### src/rtl/register_write_controller.sv
// Write-request packet decoder: assembles address + big-endian data from the UART Rx stream,
// issues a one-cycle register write and returns a one-byte acknowledge packet on the Tx stream.
// UART_PACKET is carried flat as {Source, Destination, Length, Data, SoP, EoP, Valid} (35 bits).
module register_write_controller #(
    parameter int unsigned DATA_LENGTH = 4,
    parameter logic [7:0]  WRITE_DEST  = 8'h01,
    parameter logic [7:0]  ACK_SOURCE  = 8'h01
) (
    input  logic        ipClk,
    input  logic        ipnReset,
    input  logic [34:0] ipRxStream,
    input  logic        ipTxReady,
    output logic [34:0] opTxStream,
    output logic [7:0]  opAddress,
    output logic [31:0] opWriteData,
    output logic        opWrite,
    output logic        opError,
    output logic        opAckOverrun
);

    localparam logic [1:0] StIdle    = 2'd0;
    localparam logic [1:0] StGetData = 2'd1;
    localparam logic [1:0] StWrite   = 2'd2;

    localparam logic [7:0] ReqLen  = 8'(DATA_LENGTH + 1);
    localparam logic [2:0] CntInit = 3'(DATA_LENGTH);

    logic [7:0] rx_src, rx_dst, rx_len, rx_data;
    logic       rx_sop, rx_eop, rx_valid;

    assign {rx_src, rx_dst, rx_len, rx_data, rx_sop, rx_eop, rx_valid} = ipRxStream;

    logic [1:0]  state_q, state_d;
    logic [2:0]  cnt_q, cnt_d;
    logic [7:0]  addr_lat_q, addr_lat_d;
    logic [7:0]  src_lat_q, src_lat_d;
    logic [23:0] shreg_q, shreg_d;
    logic [7:0]  address_q, address_d;
    logic [31:0] wdata_q, wdata_d;
    logic        write_q, write_d;
    logic        error_q, error_d;
    logic        overrun_q, overrun_d;
    logic [34:0] tx_q, tx_d;

    logic req_hit, req_ok, start, commit;

    assign req_hit = rx_valid && rx_sop && (rx_dst == WRITE_DEST);
    assign req_ok  = req_hit && (rx_len == ReqLen) && !rx_eop;

    always_comb begin
        state_d    = state_q;
        cnt_d      = cnt_q;
        addr_lat_d = addr_lat_q;
        src_lat_d  = src_lat_q;
        shreg_d    = shreg_q;
        address_d  = address_q;
        wdata_d    = wdata_q;
        write_d    = 1'b0;
        error_d    = 1'b0;
        overrun_d  = 1'b0;
        tx_d       = tx_q;
        start      = 1'b0;
        commit     = 1'b0;

        // Handshake completes on this edge; remaining fields are left as they were.
        if (tx_q[0] && ipTxReady) begin
            tx_d[0] = 1'b0;
        end

        case (state_q)
            StGetData: begin
                if (rx_valid) begin
                    if (rx_sop) begin
                        error_d = 1'b1;
                        state_d = StIdle;
                        start   = req_ok;
                    end else begin
                        shreg_d = {shreg_q[15:0], rx_data};
                        cnt_d   = cnt_q - 3'd1;
                        if (cnt_q == 3'd1) begin
                            if (rx_eop) begin
                                commit = 1'b1;
                            end else begin
                                error_d = 1'b1;
                                state_d = StIdle;
                            end
                        end else if (rx_eop) begin
                            error_d = 1'b1;
                            state_d = StIdle;
                        end
                    end
                end
            end
            default: begin
                state_d = StIdle;
                if (req_hit) begin
                    if (req_ok) begin
                        start = 1'b1;
                    end else begin
                        error_d = 1'b1;
                    end
                end
            end
        endcase

        if (start) begin
            state_d    = StGetData;
            addr_lat_d = rx_data;
            src_lat_d  = rx_src;
            shreg_d    = '0;
            cnt_d      = CntInit;
        end

        if (commit) begin
            state_d   = StWrite;
            write_d   = 1'b1;
            address_d = addr_lat_q;
            wdata_d   = {shreg_q, rx_data};
            // An ack still waiting for the transmitter is kept; the new one is dropped.
            if (tx_q[0] && !ipTxReady) begin
                overrun_d = 1'b1;
            end else begin
                tx_d = {ACK_SOURCE, src_lat_q, 8'd1, addr_lat_q, 3'b111};
            end
        end
    end

    always_ff @(posedge ipClk or negedge ipnReset) begin
        if (!ipnReset) begin
            state_q    <= StIdle;
            cnt_q      <= '0;
            addr_lat_q <= '0;
            src_lat_q  <= '0;
            shreg_q    <= '0;
            address_q  <= '0;
            wdata_q    <= '0;
            write_q    <= 1'b0;
            error_q    <= 1'b0;
            overrun_q  <= 1'b0;
            tx_q       <= '0;
        end else begin
            state_q    <= state_d;
            cnt_q      <= cnt_d;
            addr_lat_q <= addr_lat_d;
            src_lat_q  <= src_lat_d;
            shreg_q    <= shreg_d;
            address_q  <= address_d;
            wdata_q    <= wdata_d;
            write_q    <= write_d;
            error_q    <= error_d;
            overrun_q  <= overrun_d;
            tx_q       <= tx_d;
        end
    end

    assign opTxStream   = tx_q;
    assign opAddress    = address_q;
    assign opWriteData  = wdata_q;
    assign opWrite      = write_q;
    assign opError      = error_q;
    assign opAckOverrun = overrun_q;

endmodule

### config.mk
export PLATFORM = sky130hd
export DESIGN_NAME = register_write_controller
export DESIGN_NICKNAME = d
export VERILOG_FILES = /design/src/rtl/register_write_controller.sv
export SDC_FILE = /design/constraint.sdc
export NUM_CORES = 1
export LEC_CHECK = 0
export BUFFER_PORTS_ARGS = -buffer_cell sky130_fd_sc_hd__buf_2
export CORE_UTILIZATION = 45
export DETAILED_ROUTE_END_ITERATION = 10
export MAX_ROUTING_LAYER = met4
export PLACE_DENSITY = 0.8
export SLEW_MARGIN = 25
export SYNTH_ARGS = -nofsm -noshare
export SYNTH_HDL_FRONTEND = slang
export SYNTH_SLANG_ARGS = --single-unit
### constraint.sdc
create_clock -name ipClk -period 4.29 [get_ports ipClk]
set_input_delay 0 -clock ipClk [delete_from_list [all_inputs] [get_ports ipClk]]
set_output_delay 0 -clock ipClk [all_outputs]
set_load 0.005 [all_outputs]
# [Yosys cells after proc, flatten, opt, wreduce, memory -nomap -nowiden]
# Index checks and enable logic that the tools add are counted.
[word_totals] ff_bits=109 inputBits=38 word_cells=74
[classes] addsub=1 n_eq_ne=8 mux=39 bitwise_logic=1 n_reduce_logical=13
[op_table] op="two-way mux 24 bit" n=4
[op_table] op="two-way mux 1 bit" n=23
[op_table] op="two-way mux 2 bit" n=8
[op_table] op="two-way mux 3 bit" n=4
[op_table] op="!= test 6 bit (second input constant)" n=2
[op_table] op="equality test 8 x 1 -> 1 bit (second input constant)" n=1
[op_table] op="equality test 8 x 3 -> 1 bit (second input constant)" n=1
[op_table] op="logical AND 1 bit" n=6
[op_table] op="AND reduction 3 bit" n=2
[op_table] op="!= test 4 bit (second input constant)" n=1
[op_table] op="nonzero test 2 bit" n=2
[op_table] op="equality test 3 x 1 -> 1 bit (second input constant)" n=1
[op_table] op="subtractor 3 x 1 -> 3 bit (second input constant)" n=1
[op_table] op="equality test 2 x 1 -> 1 bit (second input constant)" n=1
[op_table] op="logical NOT 1 bit" n=2
[op_table] op="!= test 2 x 1 -> 1 bit (second input constant)" n=1
[op_table] op="AND reduction 2 bit" n=1
[op_table] op="inverter 1 bit" n=1

# [Depth between registers and ports, before layout]
[depth] ltp_word=9 ltp_mapped=9 ltp_nobuf=8

# [Worst setup path after synthesis]
# OpenSTA, ideal clock, no wires.
[synth_timing] kind="register to register" start="register cnt_q[0]" end="register tx_q[10] (netlist: opTxStream[10])" arrival_time_ns=1.633 t_required_ns=4.165 slack_ns=2.532 stages_incl_launch_ff=9 n_path_buf=1 synth_period_minus_slack_ns=1.758 cell_sequence="dfrtp_1 > ha_1 > nor2b_1 > ha_1 > nand2_4 > clkinv_4 > nand2_4 > buf_6 > mux2_4"
[synth_between] elab_chain_len=6
[synth_rtl] element="start, declared" line_no="34" rtl="logic [2:0] cnt_q, cnt_d;"
[synth_rtl] element="start signal, assigned" line_no="143" rtl="cnt_q <= cnt_d;"
[synth_rtl] element="equality test 3 x 1 -> 1 bit" line_no="80" rtl="if (cnt_q == 3'd1) begin"
[synth_rtl] element="two-way mux 1 bit" line_no="80"
[synth_rtl] element="two-way mux 1 bit" line_no="73" rtl="if (rx_sop) begin"
[synth_rtl] element="two-way mux 1 bit" line_no="72" rtl="if (rx_valid) begin"
[synth_rtl] element="two-way mux 1 bit" line_no="70" rtl="case (state_q)"
[synth_rtl] element="via commit" line_no="45" rtl="logic req_hit, req_ok, start, commit;"
[synth_rtl] element="AND reduction 2 bit (no source line)"
[synth_rtl] element="end signal, assigned" line_no="152" rtl="tx_q <= tx_d;"
[synth_rtl] element="end, declared" line_no="43" rtl="logic [34:0] tx_q, tx_d;"
# The timed path passes the listed nets, and every way through them passes these cells.
# A chain may end at the register's enable or synchronous reset.

# [Worst setup path in the final report]
[layout_timing] start="register cnt_q[0]" end="register tx_q[7] (netlist: opTxStream[7])"
# The elaborated chain is that of the path after synthesis.

==> summary.md <==
| Metric | Value |
|---|---|
| Antenna violations before repair | `0` |
| Arr. time, crit path | `2.60 ns` |
| TritonCTS buffer count | `9` |
| Post-synthesis cell type count | `33` |
| Mapped Area | `4380 um^2` |
| Syn Inst Count | `322` |
| Critical path class | `flop to flop` |
| Width of the die | `100.7 um` |
| IO Port Bufs | `101` |
| Pwr/cell area | `320.2 nW/um^2` |
| RSZ-0062 raised after global routing | `no` |
| Post-synth EDFFs | `0` |
| Maximum VDD drop | `0.0001353 V` |
| CP Launch Type | `flop` |
| First-pass GRT wire length | `13520 um` |
| Most common cell after layout, fill and taps aside | `dfrtp_1` |
| Die height | `100.7 um` |
| Initial Util | `0.4696` |
| Vias | `2725` |
| # DRC | `0` |
| Antenna Cells | `0` |
| Final Slew Violations | `0` |
| WP data required | `4.54 ns` |
| Buffer count from post-CTS setup fixing | `0` |
| Commonest cells after routing, fill and taps aside | `dfrtp_1 (106), buf_2 (100), nand2_1 (53), mux2_2 (51), a21oi_1 (25)` |
| Final RePlAce weighted congestion | `0.8112` |
| Syn-to-layout area delta | `19.74%` |
| Cts repair resizes | `0` |
| Per-cell routed wire length | `14.55 um` |
| # rows | `35` |
| HPWL Detailed | `5781 um` |
| Maximum Capacitance Violations | `0` |
| Wirelength, routed | `8310 um` |
| Status | `finished clean` |
| #FFs+latches synth | `106` |
| Die area | `10130 um^2` |
| Root buffer cell | `clkbuf_8` |
| Clk slew on worst S/H paths | `0.09 ns` |
| Largest net degree at the start of global routing | `71` |
| # fillers | `759` |
| Share of cells above drive strength 1 | `0.4502` |
| Min cycle time layout | `2.349 ns` |
| Total gr overflow | `0` |
| Maximum buffer depth of the clock tree | `2` |
| Final Cycle Share | `0.5475` |
| Asr flop ratio synth | `1.000` |
| Post-DRT Antenna Nets | `0` |
| Via density | `4.772` |
| Worst-Skew Late Latency | `0.37 ns` |
| Area of the core | `9328 um^2` |
| CTS H-tree lvls | `3` |
| CTS tree | `built` |
| Max Fclk | `0.4257 GHz` |
| Post-route setup TNS | `0 ns` |
| Initial DRT Pass Iterations | `6` |
| Total leakage power | `0.002871 uW` |
| Worst slew pin tran | `0.8402 ns` |
| Critical path capture point type | `flop` |
| Sink Count | `106` |
| Fin. Hold Viols | `0` |
| Fin nets | `478` |
| Crit-path max FO | `43` |
| Final Util | `0.5623` |
| Sequential area share after synthesis | `0.6055` |
| DRC violation total after the first TritonRoute iteration | `75` |
| Syn. warnings | `0` |
| Setup violations, final | `0` |
| Skew final | `0.009490 ns` |
| Vias in the first global route | `2756` |
| Overall routing resource usage | `0.1814` |
| Worst hold path class | `primary input to flop` |
| Slew HR | `0.4399` |
| Syn avg cell area | `13.60 um^2` |
| Primary FF master, synth | `dfrtp_1` |
| I/O Pins | `116` |
## cells by family (layout without fill, tap and decap cells)
group                    count (synthesis)  in the layout  share of synthesized area
adder cells (fa/ha/maj)                  3              3                   0.008570
AO/OA/AOI/OAI                           31             31                    0.03742
XOR/XNOR                                 2              2                   0.004000
flip-flops                             106            106                     0.6055
buffers and inverters                   36            143                    0.06055
other                                    1             14                  0.0008561
AND/OR/NAND/NOR                         71             71                    0.07998
multiplexers                            72             72                     0.2031
## what timing repair did
action | CTS | global route
hold endpoints to repair | 103 | 0
setup endpoints to repair | 0 | 0
hold buffers | 19 | 0
## metal layers
| metal | share of wire | wire [um] | vias to the layer above | global-route usage |
|---|---|---|---|---|
| met2 | 0.50 | 4130 | 75 | 0.2935 |
| met3 | 0.040 | 331 | 16 | 0.02913 |
| met4 | 0.026 | 214 | 0 | 0.09030 |
| li1 | - | - | 1282 | - |
| met5 | 0 | 0 | - | - |
| met1 | 0.44 | 3633 | 1352 | 0.2226 |
## state kept, by name (all words and copies together) (netlist names)
register / count
opAckOverrun: 1
opAddress: 8
addr_lat_q: 8
opTxStream: 18
opWriteData: 32
opError: 1
state_q: 2
shreg_q: 24
opWrite: 1
cnt_q: 3
src_lat_q: 8
## power breakdown
group          internal, uW  total (uW)  switching [uW]
Combinational          43.3        92.3            49.0
Clock                   227         559             332
Sequential             1020        1030            12.2
Total                  1290        1680             394
## worst max-delay path: stages (launching register included)
cell,delay [ns]
dfrtp_1,0.40
ha_1,0.19
nor2b_1,0.15
ha_1,0.23
nand2_4,0.47
clkinv_4,0.14
nand2_4,0.27
mux2_2,0.37
## synth_stat cells, types with 2 or more instances
cell	n	area [um^2]
dfrtp_1	106	2653
nand2_1	53	198.9
mux2_2	51	574.3
a21oi_1	25	125.1
mux2_4	21	315.3
buf_4	18	135.1
buf_2	7	35.03
nand2b_1	4	25.02
buf_6	3	33.78
ha_1	3	37.54
inv_1	3	11.26
o21ai_0	3	15.01
clkbuf_1	2	7.510
nand2_4	2	22.52
nand4b_1	2	17.52
xor2_1	2	17.52
## path summary, 6_finish.rpt
check                      slack, ns       startpoint  cells past startpoint         endpoint
max                             1.94         cnt_q[0]                      7    opTxStream[7]
min                             0.03    ipRxStream[2]                      3          opError
max reg2reg                     1.94         cnt_q[0]                      7    opTxStream[7]
min reg2reg                     0.51  opWriteData[14]                      1  opWriteData[14]
max in group asynchronous       3.02         ipnReset                      3     src_lat_q[2]
min in group asynchronous       0.27         ipnReset                      2     src_lat_q[1]
## per-stage QoR
stage	area, um^2	total power (uW)	hold slack [ns]	cells	setup slack [ns]
final	5245	1679	0.03320	571	1.941
after floorplan	4429	1086	-0.2956	335	2.532
after global placement	4876	1124	0.1525	536	2.024
after detailed placement	4876	1128	0.1584	536	1.943
after CTS	5245	1695	0.01927	571	1.934
after global routing	5245	1754	0.05152	571	1.821
## layout make-up
cell class | count | area, um^2 | area share
repair buffers | 123 | 720.7 | 0.1374
inverters | 4 | 20.02 | 0.003817
multi-input cells | 193 | 1511 | 0.2882
flip-flops and latches | 106 | 2653 | 0.5057
clock buffers | 10 | 137.6 | 0.02624
well taps | 129 | 161.4 | 0.03077
clock inverters | 6 | 41.29 | 0.007872
Power figures use the tool's default switching activity.
